**src/rtl/boot_loader_pkg.sv**
```systemverilog
// Shared constants, FSM state encoding and helpers for the boot loader.
package boot_loader_pkg;

    localparam int unsigned BYTE_W         = 8;
    localparam int unsigned WORD_W         = 32;
    localparam int unsigned LEN_W          = 16;
    localparam int unsigned BYTES_PER_WORD = 4;
    localparam int unsigned IDX_W          = 2;
    localparam int unsigned SHIFT_W        = WORD_W - BYTE_W;

    localparam logic [BYTE_W-1:0] BOOT_CMD_INSTR = 8'h00;
    localparam logic [BYTE_W-1:0] BOOT_CMD_DATA  = 8'h01;
    localparam logic [BYTE_W-1:0] BOOT_CMD_GO    = 8'hFF;

    typedef enum logic [2:0] {
        CMD,
        LEN0,
        LEN1,
        DATA,
        EMIT,
        CSUM,
        DONE,
        ERR
    } boot_state_t;

    // True for command bytes that open a write frame.
    function automatic logic is_frame_cmd(input logic [BYTE_W-1:0] b);
        return (b == BOOT_CMD_INSTR) || (b == BOOT_CMD_DATA);
    endfunction

endpackage

```
**src/rtl/boot_word_packer.sv**
```systemverilog
// Little-endian byte-to-word assembler; the word is complete combinationally on the 4th push.
module boot_word_packer
    import boot_loader_pkg::*;
(
    input  logic              clk,
    input  logic              areset_n,
    input  logic              clear_i,
    input  logic              push_i,
    input  logic [BYTE_W-1:0] byte_i,
    output logic [WORD_W-1:0] word_c,
    output logic              word_full_c
);

    // Only the three earlier bytes are stored; the 4th is taken straight from the input.
    logic [SHIFT_W-1:0] sr_q, sr_d;
    logic [IDX_W-1:0]   idx_q, idx_d;

    always_comb begin
        sr_d  = sr_q;
        idx_d = idx_q;
        if (clear_i) begin
            sr_d  = '0;
            idx_d = '0;
        end else if (push_i) begin
            sr_d  = {byte_i, sr_q[SHIFT_W-1:BYTE_W]};
            idx_d = idx_q + IDX_W'(1);
        end
    end

    always_ff @(posedge clk or negedge areset_n) begin
        if (!areset_n) begin
            sr_q  <= '0;
            idx_q <= '0;
        end else begin
            sr_q  <= sr_d;
            idx_q <= idx_d;
        end
    end

    assign word_c      = {byte_i, sr_q};
    assign word_full_c = push_i && (idx_q == IDX_W'(BYTES_PER_WORD - 1));

endmodule

```
**src/rtl/boot_loader.sv**
```systemverilog
// Byte-stream boot loader: assembles LE words into instr/data preload writes, releases core on GO.
// Optional BOOT_LOADER_CHECKSUM_EN: each non-empty frame ends with an XOR checksum byte.
module boot_loader
    import boot_loader_pkg::*;
#(
    parameter int unsigned ADDR_W = 16,
    parameter int unsigned DATA_W = 32
) (
    input  logic              clk,
    input  logic              areset_n,
    input  logic              s_valid,
    input  logic [7:0]        s_data,
    output logic              s_ready,
    output logic              preload_en_instr,
    output logic              preload_en_data,
    output logic [ADDR_W-1:0] preload_addr,
    output logic [DATA_W-1:0] preload_data,
    output logic              core_rst_n,
    output logic              done,
    output logic              error
);

    boot_state_t       state_q, state_d;
    logic              s_ready_q, s_ready_d;
    logic              en_instr_q, en_instr_d;
    logic              en_data_q, en_data_d;
    logic [ADDR_W-1:0] addr_q, addr_d;
    logic [DATA_W-1:0] data_q, data_d;
    logic              target_q, target_d;
    logic [BYTE_W-1:0] len_lo_q, len_lo_d;
    logic [LEN_W-1:0]  remain_q, remain_d;
    logic              core_rst_n_q, core_rst_n_d;
    logic              done_q, done_d;
    logic              error_q, error_d;
`ifdef BOOT_LOADER_CHECKSUM_EN
    logic [BYTE_W-1:0] csum_q, csum_d;
`endif

    logic              accept_c;
    logic              pack_clear_c;
    logic              pack_push_c;
    logic [WORD_W-1:0] word_c;
    logic              word_full_c;
    logic [LEN_W-1:0]  len_c;

    assign accept_c = s_valid && s_ready_q;
    assign len_c    = {s_data, len_lo_q};

    boot_word_packer u_packer (
        .clk         (clk),
        .areset_n    (areset_n),
        .clear_i     (pack_clear_c),
        .push_i      (pack_push_c),
        .byte_i      (s_data),
        .word_c      (word_c),
        .word_full_c (word_full_c)
    );

    // Next-state and registered-output logic.
    always_comb begin
        state_d      = state_q;
        s_ready_d    = s_ready_q;
        en_instr_d   = 1'b0;
        en_data_d    = 1'b0;
        addr_d       = addr_q;
        data_d       = data_q;
        target_d     = target_q;
        len_lo_d     = len_lo_q;
        remain_d     = remain_q;
        core_rst_n_d = core_rst_n_q;
        done_d       = done_q;
        error_d      = error_q;
        pack_clear_c = 1'b0;
        pack_push_c  = 1'b0;
`ifdef BOOT_LOADER_CHECKSUM_EN
        csum_d       = csum_q;
`endif

        case (state_q)
            CMD: begin
                s_ready_d = 1'b1;
                if (accept_c) begin
                    if (is_frame_cmd(s_data)) begin
                        target_d     = (s_data == BOOT_CMD_DATA);
                        addr_d       = '0;
                        pack_clear_c = 1'b1;
`ifdef BOOT_LOADER_CHECKSUM_EN
                        csum_d       = '0;
`endif
                        state_d      = LEN0;
                    end else if (s_data == BOOT_CMD_GO) begin
                        s_ready_d    = 1'b0;
                        done_d       = 1'b1;
                        core_rst_n_d = 1'b1;
                        state_d      = DONE;
                    end else begin
                        s_ready_d = 1'b0;
                        error_d   = 1'b1;
                        state_d   = ERR;
                    end
                end
            end
            LEN0: begin
                if (accept_c) begin
                    len_lo_d = s_data;
                    state_d  = LEN1;
                end
            end
            LEN1: begin
                if (accept_c) begin
                    remain_d = len_c;
                    state_d  = (len_c == '0) ? CMD : DATA;
                end
            end
            DATA: begin
                if (accept_c) begin
                    pack_push_c = 1'b1;
`ifdef BOOT_LOADER_CHECKSUM_EN
                    csum_d      = csum_q ^ s_data;
`endif
                    if (word_full_c) begin
                        s_ready_d  = 1'b0;
                        data_d     = DATA_W'(word_c);
                        en_instr_d = !target_q;
                        en_data_d  = target_q;
                        state_d    = EMIT;
                    end
                end
            end
            EMIT: begin
                addr_d    = addr_q + ADDR_W'(BYTES_PER_WORD);
                remain_d  = remain_q - LEN_W'(1);
                s_ready_d = 1'b1;
                if (remain_q == LEN_W'(1)) begin
`ifdef BOOT_LOADER_CHECKSUM_EN
                    state_d = CSUM;
`else
                    state_d = CMD;
`endif
                end else begin
                    state_d = DATA;
                end
            end
            CSUM: begin
`ifdef BOOT_LOADER_CHECKSUM_EN
                if (accept_c) begin
                    if (s_data == csum_q) begin
                        state_d = CMD;
                    end else begin
                        s_ready_d = 1'b0;
                        error_d   = 1'b1;
                        state_d   = ERR;
                    end
                end
`else
                s_ready_d = 1'b0;
                error_d   = 1'b1;
                state_d   = ERR;
`endif
            end
            DONE, ERR: begin
                s_ready_d = 1'b0;
            end
        endcase
    end

    always_ff @(posedge clk or negedge areset_n) begin
        if (!areset_n) begin
            state_q      <= CMD;
            s_ready_q    <= 1'b0;
            en_instr_q   <= 1'b0;
            en_data_q    <= 1'b0;
            addr_q       <= '0;
            data_q       <= '0;
            target_q     <= 1'b0;
            len_lo_q     <= '0;
            remain_q     <= '0;
            core_rst_n_q <= 1'b0;
            done_q       <= 1'b0;
            error_q      <= 1'b0;
`ifdef BOOT_LOADER_CHECKSUM_EN
            csum_q       <= '0;
`endif
        end else begin
            state_q      <= state_d;
            s_ready_q    <= s_ready_d;
            en_instr_q   <= en_instr_d;
            en_data_q    <= en_data_d;
            addr_q       <= addr_d;
            data_q       <= data_d;
            target_q     <= target_d;
            len_lo_q     <= len_lo_d;
            remain_q     <= remain_d;
            core_rst_n_q <= core_rst_n_d;
            done_q       <= done_d;
            error_q      <= error_d;
`ifdef BOOT_LOADER_CHECKSUM_EN
            csum_q       <= csum_d;
`endif
        end
    end

    assign s_ready          = s_ready_q;
    assign preload_en_instr = en_instr_q;
    assign preload_en_data  = en_data_q;
    assign preload_addr     = addr_q;
    assign preload_data     = data_q;
    assign core_rst_n       = core_rst_n_q;
    assign done             = done_q;
    assign error            = error_q;

endmodule

```
**config.mk**
```make
export PLATFORM = sky130hd
export DESIGN_NAME = boot_loader
export DESIGN_NICKNAME = d
export VERILOG_FILES = /design/src/rtl/boot_loader_pkg.sv /design/src/rtl/boot_word_packer.sv /design/src/rtl/boot_loader.sv
export SDC_FILE = /design/constraint.sdc
export NUM_CORES = 1
export LEC_CHECK = 0
export BUFFER_PORTS_ARGS = -buffer_cell sky130_fd_sc_hd__buf_2
export CELL_PAD_IN_SITES_DETAIL_PLACEMENT = 1
export CELL_PAD_IN_SITES_GLOBAL_PLACEMENT = 1
export CORE_ASPECT_RATIO = 1.1
export CORE_MARGIN = 4
export CORE_UTILIZATION = 45
export CTS_CLUSTER_DIAMETER = 30
export CTS_CLUSTER_SIZE = 40
export DETAILED_ROUTE_END_ITERATION = 8
export PLACE_DENSITY = 0.77
export SETUP_SLACK_MARGIN = 0.2
export SKIP_CTS_REPAIR_TIMING = 1
export SLEW_MARGIN = 20
export SYNTH_ARGS = -nofsm -noshare
export SYNTH_HDL_FRONTEND = slang
export SYNTH_SLANG_ARGS = --single-unit
export TNS_END_PERCENT = 5
```
**constraint.sdc**
```tcl
create_clock -name clk -period 2.1 [get_ports clk]
set_input_delay 0.63 -clock clk [delete_from_list [all_inputs] [get_ports clk]]
set_output_delay 0.63 -clock clk [all_outputs]
set_load 0.05 [all_outputs]
```
==> results_dict.tcl, run 1 <==
set metrics [dict create \
    global_route.usage.met1_pct 27.1 \
    min_period_ps 1930 \
    cts_buffer_depth 2 \
    die_area_sq_um 12400 \
    fillers 1171 \
    firstDrtPassIters 4 \
    antenna_found_initial 0 \
    fin_nets 552 \
    synth-seq-cells 105 \
    grt-ovfl-total 0 \
    place_area_sq_um 5480 \
    skew_ps 10.7 \
    antenna_cells 0 \
    cts.htree.levels 3 \
    drt-vias-per-instance 5.50 \
    ios 65 \
    setup_ws_ps 171 \
    clockRootBuffer "clkbuf_16" \
    drtIter0Drc 130 \
    top_usage_layer "met2" \
    worstSetupStartpointType "flop" \
    cts_tree "done" \
    r2r_start "state_q[0]" \
    drc_errors 0 \
    synth-edff-count 0 \
    crit_path_start "state_q[0]" \
    critPathKind "flop to flop" \
    required_ps 2320 \
    ys_types 62 \
    vias 3766 \
    cts_buffers 9 \
    fin_crit_sh_pct 91.9 \
    holdCritPathClass "primary input to async pin" \
    initial_core_util_pct 46.3 \
    ant_nets 0 \
    setup_violations 0 \
    crit_end "remain_q[6]" \
    peakVddDrop_uv 616 \
    clock.fmax_ghz 0.518 \
    final-seq-area_sq_um 2630 \
    netlist_area_sq_um 4810 \
    post-place-cells 668 \
    numClockSinks 105 \
    total_leakage_power_nw 2.75 \
    outcome "finished clean" \
    ff2ff_setup_slack_ps 170 \
    postSynthAreaPerCell_sq_um 10.6 \
    cp.arrival_ps 2140 \
    setup_tns_ps 0 \
    die_h_microns 116 \
    synth-main-ff-cell "dfrtp_1" \
    yosysSeqAreaShare_pct 54.6 \
    fin_area_sq_um 5800 \
    grt_max_degree 42 \
    clk_pin_slew_ps 70 \
    ys_warn_count 0 \
    synthCells 452 \
    multi_input_area_sq_um 2040 \
    core_sq_um 10400 \
    grt_pass1_wl_microns 21300 \
    first_global_vias 4092 \
    pre_cts_ws_ps -55.9 \
    critPathMaxFanout 9 \
    synthArstFlopShare_pct 100 \
    grt.total_usage_pct 22.1 \
    cp-end-kind "flop" \
    reg2reg_to "remain_q[6]" \
    rsz0062_at_grt "true" \
    row_count 39 \
    numPortBuffers 62 \
    drive_gt1_share_pct 27.1 \
    finalNonFillerCells 685 \
    place.gp.congestion 0.835 \
    slew_violations 0 \
    fp.dieW_microns 107 \
    clk_latency_ps 350 \
    syn2layout_area_growth_pct 20.6 \
    grt_util_met3_pct 3.70 \
    hpwl_microns 8760 \
    max_cap_violations 0 \
    reg2regPathDepth 6 \
    hold_viol 0 \
    wirelength_microns 12600 \
    grt_use_met2_pct 39.3 \
    powerDensity_nw_per_um2 1400 \
    wl_per_cell_microns 18.5 \
]
## power breakdown
| part | switching (mW) | internal, mW | total [mW] |
|---|---|---|---|
| Clock | 0.763 | 0.972 | 1.73 |
| Sequential | 0.653 | 2.73 | 3.38 |
| Combinational | 1.98 | 1.02 | 3.00 |
## metal layers
| metal | wire length (microns) | vias to the layer above |
|---|---|---|
| met3 | 420 | 23 |
| li1 | - | 1759 |
| met2 | 6540 | 79 |
| met5 | 0 | - |
| met4 | 300 | 0 |
| met1 | 5390 | 1905 |
## worst min path at each step
stage / from / end / slack (ps)
6_report: areset_n / preload_data[0] / 230
5_1_grt: areset_n / preload_data[0] / 250
4_1_cts: areset_n / preload_data[0] / 240
3_5_place_dp: preload_data[13] / preload_data[13] / 480
3_3_place_gp: target_q / preload_en_instr / 460
2_1_floorplan: areset_n / done / 330
## flip-flops by register name (all words and copies together), names as in the netlist
register / cells
preload_data: 32
u_packer.sr_q: 24
remain_q: 16
preload_addr: 14
len_lo_q: 8
state_q: 3
u_packer.idx_q: 2
done: 1
error: 1
preload_en_data: 1
preload_en_instr: 1
s_ready: 1
target_q: 1
## synthesized netlist by cell type (all sizes together), types with 3 or more instances
library cell | instances | area share, %
a211oi | 6 | 1.0
a21oi | 34 | 3.8
and2 | 3 | 0.39
and4 | 3 | 0.55
buf | 13 | 1.6
clkbuf | 10 | 1.4
dfrtp | 105 | 55
ha | 4 | 1.0
inv | 5 | 0.39
mux2 | 39 | 9.1
nand2 | 78 | 6.1
nand3 | 14 | 1.6
nand4 | 5 | 0.65
nor2 | 35 | 2.8
nor3 | 16 | 1.7
nor3b | 5 | 1.1
nor4 | 8 | 1.4
o211ai | 4 | 0.62
o21ai | 16 | 1.7
o311ai | 4 | 0.73
xnor2 | 12 | 2.2
## stage by stage
stage               hold slack, ps  util, %  power, mW
global placement               456     52.7       6.21
detailed placement             477     52.7       6.37
global route                   246     55.8       8.64
finish                         226     55.8       8.12
floorplan                      334        -       5.43
CTS                            235     55.6       8.17
## logic make-up (layout without fill, tap and decap cells)
group                    count (synthesis)  after routing  share of synthesized area, %
adder cells (fa/ha/maj)                  4              4                          1.04
buffers and inverters                   28            117                          3.41
AO/OA/AOI/OAI                           84             84                          11.3
other                                    1              2                        0.0780
XOR/XNOR                                12             12                          2.19
AND/OR/NAND/NOR                        179            179                          18.2
multiplexers                            39             39                          9.13
flip-flops                             105            105                          54.6
## critical path, stage by stage (launching register included)
cell,delay (ps)
dfrtp_1,510
nor3b_4,320
buf_4,190
nand3_2,100
or3_1,380
nand3_1,160
o211ai_1,130
## layout by cell type, fill, tap and decap left out, types with 3 or more instances in the layout
master     instances
dfrtp_1          103
nand2_1           77
buf_2             61
nor2_1            33
a21oi_1           33
buf_4             30
mux2_1            23
mux2_2            16
nor3_1            16
o21ai_0           14
nand3_1           13
xnor2_1           12
clkbuf_16          9
inv_1              5
nand4_1            5
a211oi_1           5
buf_12             5
nor4_2             4
nor4_1             4
o211ai_1           4
ha_1               4
and2_1             3
nor3b_1            3
and4_1             3
inv_6              3
## area by class of cell
cell class,instances,share of cell area [%]
Clock buffer,12,4.25
Clock inverter,4,0.971
Inverter,5,0.324
Multi-Input combinational cell,320,35.1
Sequential cell,105,45.4
Tap cell,143,3.09
Timing Repair Buffer,96,10.9
Power figures use the tool's default switching activity.
==> run 2, diff against run 1 <==
- RECOVER_POWER: unset -> 50
==> results_dict.tcl, run 2 (synthesis results as in run 1) <==
set metrics [dict create \
    vias 3763 \
    antenna_found_initial 0 \
    final-seq-area_sq_um 2630 \
    core_sq_um 10400 \
    multi_input_area_sq_um 2030 \
    required_ps 2330 \
    drtIter0Drc 131 \
    skew_ps 10.0 \
    cts_tree "done" \
    max_cap_violations 0 \
    layout.cells.most_common "dfrtp_1" \
    place.gp.congestion 0.835 \
    tightestPinTransition_ps 895 \
    grt_pass1_wl_microns 21300 \
    ff2ff_setup_slack_ps 180 \
    fin_crit_sh_pct 91.6 \
    antenna_cells 0 \
    firstDrtPassIters 4 \
    timing.slew.headroom_pct 40.3 \
    total_leakage_power_nw 2.65 \
    cts.htree.levels 3 \
    reg2reg_to "preload_addr[8]" \
    wl_per_cell_microns 18.5 \
    hold_viol 0 \
    critPathKind "flop to flop" \
    die_area_sq_um 12400 \
    slew_violations 0 \
    holdWs_ps 385 \
    ant_nets 0 \
    clock.fmax_ghz 0.520 \
    syn2layout_area_growth_pct 19.2 \
    worstSetupStartpointType "flop" \
    grt-ovfl-total 0 \
    outcome "finished clean" \
    numPortBuffers 62 \
    die_h_microns 116 \
    critPathMaxFanout 37 \
    rsz0062_at_grt "true" \
    grt_max_degree 42 \
    peakVddDrop_uv 615 \
    wirelength_microns 12700 \
    fin_nets 552 \
    cp-end-kind "flop" \
    fin_area_sq_um 5730 \
    cp.arrival_ps 2150 \
    drc_errors 0 \
    cts_buffers 9 \
    reg2regPathDepth 6 \
    holdCritPathClass "primary input to async pin" \
    initial_core_util_pct 46.3 \
    fillers 1181 \
    min_period_ps 1920 \
    drt-vias-per-instance 5.49 \
    setup_violations 0 \
    drive_gt1_share_pct 22.7 \
    place_area_sq_um 5480 \
    grt.total_usage_pct 22.1 \
    numClockSinks 105 \
    first_global_vias 4092 \
    clk_pin_slew_ps 70 \
    clockRootBuffer "clkbuf_16" \
    largest_reg_flops 32 \
    fp.dieW_microns 107 \
    hpwl_microns 8760 \
    row_count 39 \
    powerDensity_nw_per_um2 1410 \
    r2r_start "state_q[1]" \
    setup_tns_ps 0 \
    clk_latency_ps 350 \
    ios 65 \
    power_mw 8.07 \
    most-common-layout-cells "103 x dfrtp_1, 77 x nand2_1, 42 x buf_2" \
    cts_buffer_depth 2 \
]
-- run 2: changes by cell type in the layout (fill, tap and decap cells not counted), sizes merged --
cell    delta
buf       -25
clkbuf    +25
-- run 2: worst max-delay path, cell delays in order, from the launching register on --
cell and delay (ps):
dfrtp_1 430, buf_4 210, nor2_1 440, nand2_1 230, nor2_2 190, buf_12 220, nor2_1 70
-- run 2: layer usage --
metal	routed length [microns]	track usage [%]
met5	0	0
met4	303	8.44
met3	430	3.70
met2	6570	39.3
met1	5360	27.1
-- run 2: per-stage QoR --
step	instances	util [%]	worst slack, ps
after detailed placement	668	52.7	-55.9
after CTS	684	55.6	84.5
final	685	55.2	177
after global routing	685	55.2	41.9
after floorplan	453	-	182
after global placement	668	52.7	0.318
-- run 2: worst max-delay path by stage --
stage | end | slack, ps | depth (start not counted) | from
6_report | preload_addr[8] | 180 | 6 | state_q[1]
5_1_grt | state_q[1] | 40 | 8 | s_data[3]
4_1_cts | remain_q[6] | 80 | 6 | state_q[2]
3_5_place_dp | state_q[1] | -60 | 7 | s_data[3]
3_3_place_gp | preload_addr[15] | 0.3 | 8 | s_data[3]
2_1_floorplan | preload_data[31] | 180 | 6 | s_valid
-- run 2: final cells by class --
cell class | count | share of cell area [%]
clock buffer | 12 | 4.30
tap | 143 | 3.12
sequential | 105 | 45.9
clock inverter | 4 | 0.982
inverter | 5 | 0.327
timing repair buffer | 96 | 10.0
multi-input combinational | 320 | 35.4
-- run 2: report_power, final --
part	total [mW]	internal [mW]	switching (mW)
Combinational	2.96	0.979	1.98
Sequential	3.38	2.73	0.654
Clock	1.74	0.972	0.764
Total	8.07	4.68	3.39
==> run 3, diff against run 2 <==
- CELL_PAD_IN_SITES_DETAIL_PLACEMENT: 1 -> unset
- CELL_PAD_IN_SITES_GLOBAL_PLACEMENT: 1 -> unset
- CORE_UTILIZATION: 45 -> 60
- CTS_BUF_LIST: unset -> sky130_fd_sc_hd__clkbuf_8
- PLACE_DENSITY: 0.77 -> 0.81
==> results_dict.tcl, run 3 (synthesis results as in run 1) <==
set metrics [dict create \
    hold_viol 0 \
    peakVddDrop_uv 1170 \
    required_ps 2360 \
    critPathMaxFanout 34 \
    syn2layout_area_growth_pct 15.4 \
    clockRootBuffer "clkbuf_8" \
    setup_violations 0 \
    pre_cts_ws_ps -29.2 \
    largest_reg_flops 32 \
    core_sq_um 7640 \
    cts_buffers 9 \
    r2r_start "state_q[0]" \
    fin_nets 548 \
    post-place-cells 627 \
    row_count 33 \
    tightestPinTransition_ps 835 \
    layout.cells.most_common "dfrtp_1" \
    reg2regPathDepth 5 \
    wl_per_cell_microns 16.5 \
    cp_cell_sequence "clkbuf_1, and3_1, nand2_2, buf_12, mux2_1" \
    hpwl_microns 7410 \
    holdWs_ps 336 \
    fp.dieW_microns 93.4 \
    numClockSinks 105 \
    cp-end-kind "flop" \
    firstDrtPassIters 6 \
    rsz0062_at_grt "true" \
    die_area_sq_um 9510 \
    power_mw 7.41 \
    drc_errors 0 \
    total_leakage_power_nw 2.59 \
    grt_pass1_wl_microns 18200 \
    antenna_found_initial 0 \
    fillers 569 \
    fin_crit_sh_pct 90.7 \
    cts.htree.levels 3 \
    final_core_util_pct 72.6 \
    critPathSlowestCell "dfrtp_1" \
    ant_nets 0 \
    antenna_cells 0 \
    vias 3754 \
    wirelength_microns 10600 \
    drive_gt1_share_pct 22.3 \
    clk_latency_ps 370 \
    initial_core_util_pct 62.9 \
    drtIter0Drc 219 \
    grt_max_degree 44 \
    cts_tree "done" \
    fin_area_sq_um 5550 \
    ios 65 \
    cts_buffer_depth 2 \
    setup_ws_ps 195 \
    max_cap_violations 0 \
    setup_tns_ps 0 \
    finalNonFillerCells 642 \
    min_period_ps 1900 \
    clk_pin_slew_ps 100 \
    most-common-layout-cells "104 x dfrtp_1, 77 x nand2_1, 45 x buf_2" \
    powerDensity_nw_per_um2 1340 \
    slowest_delay_ps 560 \
    timing.slew.headroom_pct 44.3 \
    holdCritPathClass "primary input to async pin" \
    place_area_sq_um 5420 \
    numPortBuffers 62 \
    slew_violations 0 \
    grt-ovfl-total 0 \
    clock.fmax_ghz 0.525 \
    drt-vias-per-instance 5.85 \
    skew_ps 9.03 \
    outcome "finished clean" \
    critPathKind "flop to flop" \
    worstSetupStartpointType "flop" \
    place.gp.congestion 0.862 \
    cp.arrival_ps 2160 \
    first_global_vias 3701 \
    ff2ff_setup_slack_ps 200 \
    grt.total_usage_pct 24.2 \
    die_h_microns 102 \
    reg2reg_to "preload_data[25]" \
]
run 3: changes by cell type in the layout (fill, tap and decap cells not counted), moves of 2 or more:
cell,previous run,this run
inv_6,3,1
clkinv_2,0,2
buf_2,42,45
buf_4,25,21
clkbuf_1,24,19
clkbuf_16,9,0
clkbuf_8,1,9
run 3: layout make-up:
| cell class | instances | area [sq um] | area share [%] |
|---|---|---|---|
| multi-input combinational | 320 | 2020 | 36.4 |
| clock inverter | 6 | 60.1 | 1.08 |
| inverter | 5 | 18.8 | 0.338 |
| timing repair buffer | 92 | 564 | 10.2 |
| clock buffer | 9 | 124 | 2.23 |
| sequential | 105 | 2630 | 47.4 |
| tap | 105 | 131 | 2.37 |
run 3: worst max-delay path: cells and delay by family, from the launching register on:
family | cells | cell delay [ps]
flip-flops | 1 | 560
buffers and inverters | 2 | 540
multiplexers | 1 | 330
AND/OR/NAND/NOR | 2 | 330
run 3: per-layer routing:
layer	share of wire (%)	vias up	wire [microns]	track usage (%)
met5	0	-	0	0
met4	2.3	0	239	11.5
met3	6.3	29	666	4.34
met2	48	159	5140	38.1
met1	43	1809	4570	32.9
li1	-	1757	-	-
run 3: worst max-delay path by stage:
stage           startpoint                to  slack, ps  cells after the start
4_1_cts        remain_q[4]      remain_q[10]        230                      5
6_report        state_q[0]  preload_data[25]        200                      5
3_3_place_gp     s_data[3]  preload_addr[15]         20                      8
3_5_place_dp     s_data[3]        state_q[1]        -30                      7
2_1_floorplan      s_valid  preload_data[31]        180                      6
5_1_grt          s_data[3]  preload_addr[15]        100                      8
run 3: power by group:
group	internal, mW	switching [mW]
Sequential	2.72	0.608
Combinational	0.943	1.92
Clock	0.541	0.672
